## config.mk

```make
export PLATFORM = sky130hd
export DESIGN_NAME = shift_register_piso_tx
export DESIGN_NICKNAME = d
export VERILOG_FILES = /design/src/rtl/shift_register_piso_tx_pkg.sv /design/src/rtl/shift_register_piso_tx_hold.sv /design/src/rtl/shift_register_piso_tx.sv
export SDC_FILE = /design/constraint.sdc
export NUM_CORES = 1
export LEC_CHECK = 0
export BUFFER_PORTS_ARGS = -buffer_cell sky130_fd_sc_hd__buf_2
export CORE_ASPECT_RATIO = 1.5
export CORE_MARGIN = 2
export CORE_UTILIZATION = 52
export CTS_BUF_LIST = sky130_fd_sc_hd__clkbuf_4
export CTS_CLUSTER_DIAMETER = 30
export CTS_CLUSTER_SIZE = 12
export DETAILED_ROUTE_END_ITERATION = 16
export PLACE_DENSITY = 0.76
export SETUP_SLACK_MARGIN = 0.15
export SYNTH_ARGS = -nofsm -noshare
export SYNTH_HDL_FRONTEND = slang
export SYNTH_SLANG_ARGS = --single-unit
```

## constraint.sdc

```tcl
create_clock -name C -period 1.47 [get_ports C]
set_input_delay 0.2205 -clock C [delete_from_list [all_inputs] [get_ports C]]
set_output_delay 0.2205 -clock C [all_outputs]
set_load 0.02 [all_outputs]
```

## src/rtl/shift_register_piso_tx_pkg.sv

```systemverilog
// Shared types, constants and elaboration helpers for the PISO transmitter.
package shift_register_piso_tx_pkg;

    typedef enum logic [1:0] {
        IDLE  = 2'd0,
        SHIFT = 2'd1,
        GAP   = 2'd2
    } state_t;

    localparam int DEFAULT_WIDTH = 8;

    function automatic int clog2(input int value);
        int result;
        int rem;
        result = 0;
        rem    = value - 1;
        while (rem > 0) begin
            result = result + 1;
            rem    = rem >> 1;
        end
        return result;
    endfunction

endpackage

```

## src/rtl/shift_register_piso_tx_hold.sv

```systemverilog
// One-word holding buffer that parks a word accepted while a frame is in flight.
module piso_hold_reg
    import shift_register_piso_tx_pkg::*;
#(
    parameter int WIDTH = DEFAULT_WIDTH
) (
    input  logic             clk,
    input  logic             rst,
    input  logic             wr,
    input  logic [WIDTH-1:0] wr_data,
    input  logic             rd,
    output logic [WIDTH-1:0] data,
    output logic             full,
    output logic             ready
);

    always_ff @(posedge clk or posedge rst) begin
        if (rst) begin
            data <= '0;
            full <= 1'b0;
        end else if (wr) begin
            data <= wr_data;
            full <= 1'b1;
        end else if (rd) begin
            full <= 1'b0;
        end
    end

    assign ready = ~full;

endmodule

```

## src/rtl/shift_register_piso_tx.sv

```systemverilog
// Parallel-in/serial-out transmitter: valid/ready word intake, MSB-first serial
// output with frame/done markers and an optional idle gap between frames.
module shift_register_piso_tx
    import shift_register_piso_tx_pkg::*;
#(
    parameter int WIDTH      = DEFAULT_WIDTH,
    parameter int GAP_CYCLES = 0
) (
    input  logic             C,
    input  logic             CLR,
    input  logic [WIDTH-1:0] PI,
    input  logic             LOAD,
    output logic             READY,
    output logic             SO,
    output logic             SO_VALID,
    output logic             FRAME,
    output logic             DONE,
    output logic             BUSY
);

    localparam int            BW       = clog2(WIDTH);
    localparam logic [BW-1:0] LAST_BIT = BW'(WIDTH - 1);

    state_t           state;
    state_t           state_next;
    logic [WIDTH-1:0] shreg;
    logic [BW-1:0]    bit_cnt;
    logic             accept;
    logic             last_bit;
    logic             gap_done;
    logic             start;
    logic             from_hold;
    logic             hold_wr;
    logic             hold_full;
    logic [WIDTH-1:0] hold_data;

    assign accept   = LOAD & READY;
    assign last_bit = (state == SHIFT) && (bit_cnt == LAST_BIT);
    // A word that starts a frame on its own accept edge never touches the hold buffer.
    assign hold_wr  = accept & ~start;

    piso_hold_reg #(
        .WIDTH (WIDTH)
    ) u_hold (
        .clk     (C),
        .rst     (CLR),
        .wr      (hold_wr),
        .wr_data (PI),
        .rd      (start & from_hold),
        .data    (hold_data),
        .full    (hold_full),
        .ready   (READY)
    );

    always_ff @(posedge C or posedge CLR) begin
        if (CLR) begin
            state   <= IDLE;
            shreg   <= '0;
            bit_cnt <= '0;
        end else begin
            state <= state_next;
            if (start) begin
                shreg   <= from_hold ? hold_data : PI;
                bit_cnt <= '0;
            end else if (state == SHIFT) begin
                shreg   <= {shreg[WIDTH-2:0], 1'b0};
                bit_cnt <= last_bit ? '0 : bit_cnt + 1'b1;
            end
        end
    end

    always_comb begin
        state_next = state;
        start      = 1'b0;
        from_hold  = 1'b0;
        case (state)
            IDLE: begin
                if (accept) begin
                    start      = 1'b1;
                    state_next = SHIFT;
                end
            end
            SHIFT: begin
                if (last_bit) begin
                    if (GAP_CYCLES != 0) begin
                        state_next = GAP;
                    end else if (hold_full) begin
                        start      = 1'b1;
                        from_hold  = 1'b1;
                    end else if (accept) begin
                        start      = 1'b1;
                    end else begin
                        state_next = IDLE;
                    end
                end
            end
            GAP: begin
                if (gap_done) begin
                    if (hold_full) begin
                        start      = 1'b1;
                        from_hold  = 1'b1;
                        state_next = SHIFT;
                    end else if (accept) begin
                        start      = 1'b1;
                        state_next = SHIFT;
                    end else begin
                        state_next = IDLE;
                    end
                end
            end
            default: state_next = IDLE;
        endcase
    end

    generate
        if (GAP_CYCLES > 0) begin : g_gap
            localparam int GW = clog2(GAP_CYCLES + 1);
            logic [GW-1:0] gap_cnt;

            // Down-counter loaded on the end-of-frame edge; GAP is left when it reads zero.
            always_ff @(posedge C or posedge CLR) begin
                if (CLR) begin
                    gap_cnt <= '0;
                end else if (last_bit) begin
                    gap_cnt <= GW'(GAP_CYCLES - 1);
                end else if ((state == GAP) && (gap_cnt != '0)) begin
                    gap_cnt <= gap_cnt - 1'b1;
                end
            end

            assign gap_done = (gap_cnt == '0);
        end else begin : g_no_gap
            assign gap_done = 1'b1;
        end
    endgenerate

    assign SO_VALID = (state == SHIFT);
    assign SO       = SO_VALID & shreg[WIDTH-1];
    assign FRAME    = SO_VALID && (bit_cnt == '0);
    assign DONE     = last_bit;
    assign BUSY     = (state != IDLE) | hold_full;

endmodule

```

== Word-level counts from Yosys, hierarchy flattened ==
Index checks and enable logic that the tools add are counted.
Storage, ports and cells
  logic and storage cells: 50
  output and inout port bits: 6
  input port bits: 11
  flip-flop bits (word level): 22
Cells by class
  bitwise operators: 7
  reduce and logical (&&, ||, !) cells: 8
  multiplexer cells: 22
  eq/ne operators: 7
  add/sub/neg operators: 1
Operator list (number)
  $mux 8: 3
  $mux 1: 9
  $mux 3: 3
  $mux 2: 4
  $ne 2x2->1 const B: 3
  $pmux 2 s3: 1
  $reduce_bool 2->1: 3
  $and 1x1->1: 4
  $reduce_and 4->1: 1
  $add 3x1->3 const B: 1
  $eq 3x3->1 const B: 1
  $logic_not 3->1: 1
  $pmux 1 s3: 1
  $eq 2x1->1 const B: 1
  $eq 2x2->1 const B: 1
  $logic_and 1x1->1: 2
  $logic_not 2->1: 1
  $ne 2x1->1 const B: 1
  $not 1->1: 2
  $pmux 1 s2: 1
  $or 1x1->1: 1

== Longest topological paths before layout ==
  word-level depth: 9
  mapped depth: 7
  depth with buffers taken out: 5

== Hierarchy ==
A second synthesis with hierarchy kept.
Second synthesis, totals
  cells, all modules: 132
  area total of the unflattened synthesis: 1321.3 um^2
By module, submodules not included
  shift_register_piso_tx: area an instance 949.7 um^2, sequential area each 300.3 um^2, cells each 111, times used 1
  piso_hold_reg: area an instance 371.6 um^2, sequential area each 225.2 um^2, cells each 21, times used 1

== Least setup slack after synthesis ==
No wires, ideal clock.
  path kind: register -> register
  from: register bit_cnt[0]
  to: register u_hold.data[0]
  clock period less this slack: 1.636 ns
  buffers on the path: 1
  setup time: 0.125 ns
  data arrival time: 1.510 ns
  stages on the path, launching flop included: 7
  slack: -0.166 ns
  data required time: 1.345 ns
  path through: dfrtp_1 -> ha_1 -> ha_1 -> and2b_4 -> and2_4 -> buf_12 -> mux2_4
Between the ends
  cells in the longest elaborated chain, start to end: 6
Ends and longest elaborated chain
  start: declaration: line shift_register_piso_tx.sv:27  | logic [BW-1:0] bit_cnt;
  start signal: assignment: line shift_register_piso_tx.sv:67  | bit_cnt <= last_bit ? '0 : bit_cnt + 1'b1;
  $eq 3x3->1: line shift_register_piso_tx.sv:38  | assign last_bit = (state == SHIFT) && (bit_cnt == LAST_BIT);
  $logic_and 1x1->1: line shift_register_piso_tx.sv:38
  $mux 1: line shift_register_piso_tx.sv:84  | if (last_bit) begin
  $pmux 1 s3: line shift_register_piso_tx.sv:76  | case (state)
  $not 1->1: line shift_register_piso_tx.sv:40  | assign hold_wr = accept & ~start;
  $and 1x1->1: line shift_register_piso_tx.sv:40
  end signal: assignment: line shift_register_piso_tx_hold.sv:22  | data <= wr_data;
  end: declaration: line shift_register_piso_tx_hold.sv:12  | output logic [WIDTH-1:0] data,
No other way between the ends.
A chain may end at the register's enable or synchronous reset.

== Worst setup path after layout ==
  from: register bit_cnt[0]
  to: register u_hold.data[3]
The elaborated chain is that of the path after synthesis.

==> flow_summary.json <==
{
  "crit_required_ns": 1.66,
  "worstSetupPathType": "flop to flop",
  "rsz0062_at_grt": "yes",
  "synthesis.instances": 108,
  "gr-usage-met2_pct": 40.3,
  "globalRouteTotalUtil_pct": 24.2,
  "gp_congestion": 0.752,
  "post_route_cells_drive_above_1_share_pct": 65.7,
  "num_io_pins": 17,
  "time_the_final_worst_path_needs_with_i_o_delays_and_setup_ns": 1.70,
  "rrSetupSlack_ns": -0.23,
  "grt_util_met1_pct": 32.3,
  "route.vias.total": 1025,
  "violations_in_the_final_reports": "setup timing",
  "syn2layout_area_growth_pct": 44.3,
  "clock_tree_root": "sky130_fd_sc_hd__clkbuf_4",
  "grt_max_degree": 22,
  "worstSkewPairLatency_ns": 0.30,
  "preCtsSetupSlack_ns": -0.176,
  "syn_area_per_cell_um2": 11.2,
  "report.final.hold_viol_count": 0,
  "total_leakage_power_nw": 0.778,
  "cp.arrival_ns": 1.89,
  "globalRouteMet3Util_pct": 3.44,
  "fp-row-count": 21,
  "vias_in_the_first_global_route": 1046,
  "sequential_element_share_of_the_synthesized_area_pct": 43.4,
  "endpoint_type_of_the_worst_setup_path": "flop",
  "worstHoldStart": "PI[6]",
  "r2r-end": "u_hold.data[3]$_DFFE_PP0P_",
  "post-dp-hpwl_mm": 1.77,
  "synth_flop_cell": "sky130_fd_sc_hd__dfrtp_1",
  "path_delay_family": "simple AND/OR/NAND/NOR gates",
  "diodes": 0,
  "hold-path-endpoint": "u_hold.data[6]$_DFFE_PP0P_",
  "placed_cells_incl_taps": 148,
  "tritoncts": "done",
  "drt_pass1_iterations": 4,
  "post_detailed_route_wirelength_per_cell_um": 20.0,
  "finish.net_count": 158,
  "syn_area_um2": 1210,
  "globalRoute.busiestLayer": "met2",
  "width_of_the_die_um": 43.4,
  "grt_antenna_before_repair": 0,
  "hold_class": "primary input to flop",
  "grt_remaining_overflow": 0,
  "detail_route.drc_violations": 0,
  "min_period_over_period_pct": 116,
  "worst_setup_path_start_kind": "flop",
  "global_route_wire_length_before_repair_mm": 5.04,
  "fin_ws_ns": -0.229,
  "ir_drop_uv": 1280,
  "timing.final.setup_violations": 17,
  "outcome": "finished with violations",
  "min_path_cells": 2,
  "ys_warn_count": 0,
  "regToRegStartpoint": "bit_cnt[0]$_DFFE_PP0P_",
  "worst_r2r_path_depth": 5,
  "antenna_violating_nets_post_route": 0,
  "cts-buffers-inserted": 3,
  "relSlewSlack_pct": 73.9,
  "critical_path.n_buffers_inverters": 0,
  "worstPathMaxFanout": 8,
  "p_per_area_nw_per_um2": 2190,
  "fin_clk_skew_ns": 0.00580,
  "clk_pin_slew_ns": 0.12,
  "fp.dieArea_um2": 2740,
  "critPathSlowestCell": "sky130_fd_sc_hd__dfrtp_1",
  "n_fill_cell": 136,
  "numPortBuffers": 16,
  "htree_levels": 1,
  "routed_via_density": 6.17,
  "initialDrtViolationCount": 17,
  "slew_limit_fails": 0,
  "worstSetupStartpoint": "bit_cnt[0]$_DFFE_PP0P_",
  "asyncSetResetFlopFracSynth_pct": 100,
  "initial_utilization_pct": 54.2,
  "clock_tree.buffer_depth": 2,
  "crit_path_max_incr_delay_ns": 0.42,
  "max_clock_freq_mhz": 589,
  "routed_wl_mm": 3.32,
  "crit_path_cell_trace": "ha_2, ha_4, and2b_4, and2_4, mux2_4",
  "syn_nets": 122,
  "coreArea_um2": 2230,
  "tightest_slew_ns": 0.391,
  "postSynthRegisterBits": 21,
  "final_cells": 166,
  "ys_types": 33,
  "cap_violations": 0,
  "synth_edf_count": 0,
  "number_of_sinks_on_the_clock_net": 21,
  "floorplan.die.height_um": 63.1
}
## sequential cells by signal, summed over array words and instances, names as in the netlist
signal,flops
state,1
bit_cnt,3
shreg,8
u_hold.data,8
u_hold.full,1
## cells in the final DEF, fill, tap and decap left out, types with 2 or more instances in the layout
cell type / instances
sky130_fd_sc_hd__dfrtp_1: 19
sky130_fd_sc_hd__o2bb2ai_2: 5
sky130_fd_sc_hd__buf_2: 11
sky130_fd_sc_hd__o31ai_2: 2
sky130_fd_sc_hd__inv_2: 2
sky130_fd_sc_hd__buf_6: 16
sky130_fd_sc_hd__nand2_1: 2
sky130_fd_sc_hd__ha_4: 2
sky130_fd_sc_hd__nand2b_1: 7
sky130_fd_sc_hd__and2_4: 4
sky130_fd_sc_hd__nand3_2: 2
sky130_fd_sc_hd__a221oi_1: 3
sky130_fd_sc_hd__nand2_2: 2
sky130_fd_sc_hd__a21boi_2: 6
sky130_fd_sc_hd__o21a_1: 6
sky130_fd_sc_hd__dfrtp_2: 2
sky130_fd_sc_hd__o21ai_2: 2
sky130_fd_sc_hd__clkbuf_4: 4
sky130_fd_sc_hd__buf_4: 11
sky130_fd_sc_hd__a221oi_2: 3
sky130_fd_sc_hd__nor3_1: 2
sky130_fd_sc_hd__mux2_4: 8
## where the power goes
part           switching, W  internal (W)
clock network      0.000171      0.000124
logic               0.00111       0.00134
registers          0.000227      0.000853
total               0.00151       0.00232
## area by class of cell
| class | count | area, um^2 | area share, % |
|---|---|---|---|
| inverters | 5 | 33.8 | 1.93 |
| repair buffers | 40 | 348 | 19.9 |
| multi-input cells | 73 | 779 | 44.6 |
| well taps | 23 | 28.8 | 1.65 |
| flip-flops and latches | 21 | 528 | 30.2 |
| clock buffers | 4 | 30.0 | 1.72 |
## logic make-up after synthesis
family                     Yosys count  share of synthesized area [%]
muxes                                9                           10.7
adders and majority gates            3                           3.10
AOI/OAI and AO/OA                   35                           22.1
buffers and inverters               14                           7.64
DFF                                 21                           43.4
and+or+nand+nor                     26                           13.0
## synthesized netlist by cell type (3+ instances only)
library cell / instances / share of area, %
sky130_fd_sc_hd__and2_1: 3 / 1.5
sky130_fd_sc_hd__o21ai_0: 3 / 1.2
sky130_fd_sc_hd__o21a_1: 6 / 3.7
sky130_fd_sc_hd__inv_1: 5 / 1.5
sky130_fd_sc_hd__nand2b_1: 7 / 3.6
sky130_fd_sc_hd__mux2_4: 8 / 9.9
sky130_fd_sc_hd__nand2_1: 4 / 1.2
sky130_fd_sc_hd__dfrtp_1: 21 / 43
sky130_fd_sc_hd__ha_1: 3 / 3.1
sky130_fd_sc_hd__a21boi_0: 7 / 4.3
sky130_fd_sc_hd__o2bb2ai_1: 6 / 4.3
sky130_fd_sc_hd__buf_2: 3 / 1.2
sky130_fd_sc_hd__buf_4: 3 / 1.9
sky130_fd_sc_hd__a221oi_1: 6 / 4.3
## metrics by stage
stage / total power (W) / util [%] / instance area (um^2) / hold WS [ns] / TNS (ns)
finish: 0.00383 / 78.3 / 1750 / 0.167 / -2.80
global route: 0.00407 / 78.3 / 1750 / 0.164 / -3.62
CTS: 0.00332 / 71.1 / 1590 / 0.166 / -1.69
detailed placement: 0.00250 / 59.7 / 1330 / 0.264 / -1.77
global placement: 0.00243 / 59.7 / 1330 / 0.261 / -1.59
floorplan: 0.00215 / - / 1220 / 0.197 / -1.01
## worst max path at each step
stage	slack (ns)	end	cells past startpoint
after floorplan	-0.13	u_hold.data[0]$_DFFE_PP0P_	6
after global placement	-0.15	u_hold.data[5]$_DFFE_PP0P_	5
after detailed placement	-0.18	u_hold.data[2]$_DFFE_PP0P_	5
after CTS	-0.19	u_hold.data[3]$_DFFE_PP0P_	5
after global routing	-0.26	u_hold.data[3]$_DFFE_PP0P_	5
final	-0.23	u_hold.data[3]$_DFFE_PP0P_	5
## what timing repair did
action                     in CTS  in global routing
hold buffers                    1                  0
resized for setup              47                 31
setup endpoints to repair      21                 25
hold endpoints to repair       21                  0
cloned                          0                  0
setup buffers                   8                  5
pin swaps                       5                  7
## worst register-to-register path, cell delays in order (launching register included)
cell and delay (ns):
sky130_fd_sc_hd__dfrtp_1 0.42, sky130_fd_sc_hd__ha_2 0.21, sky130_fd_sc_hd__ha_4 0.16, sky130_fd_sc_hd__and2b_4 0.24
sky130_fd_sc_hd__and2_4 0.25, sky130_fd_sc_hd__mux2_4 0.32
## metal layers
metal	vias to the layer above	wire length [um]	part of all wire [%]
li1	461	-	-
met1	533	1350	41
met2	23	1800	54
met3	8	96	2.9
met4	0	75	2.3
met5	-	0	0
Power figures use the tool's default switching activity.
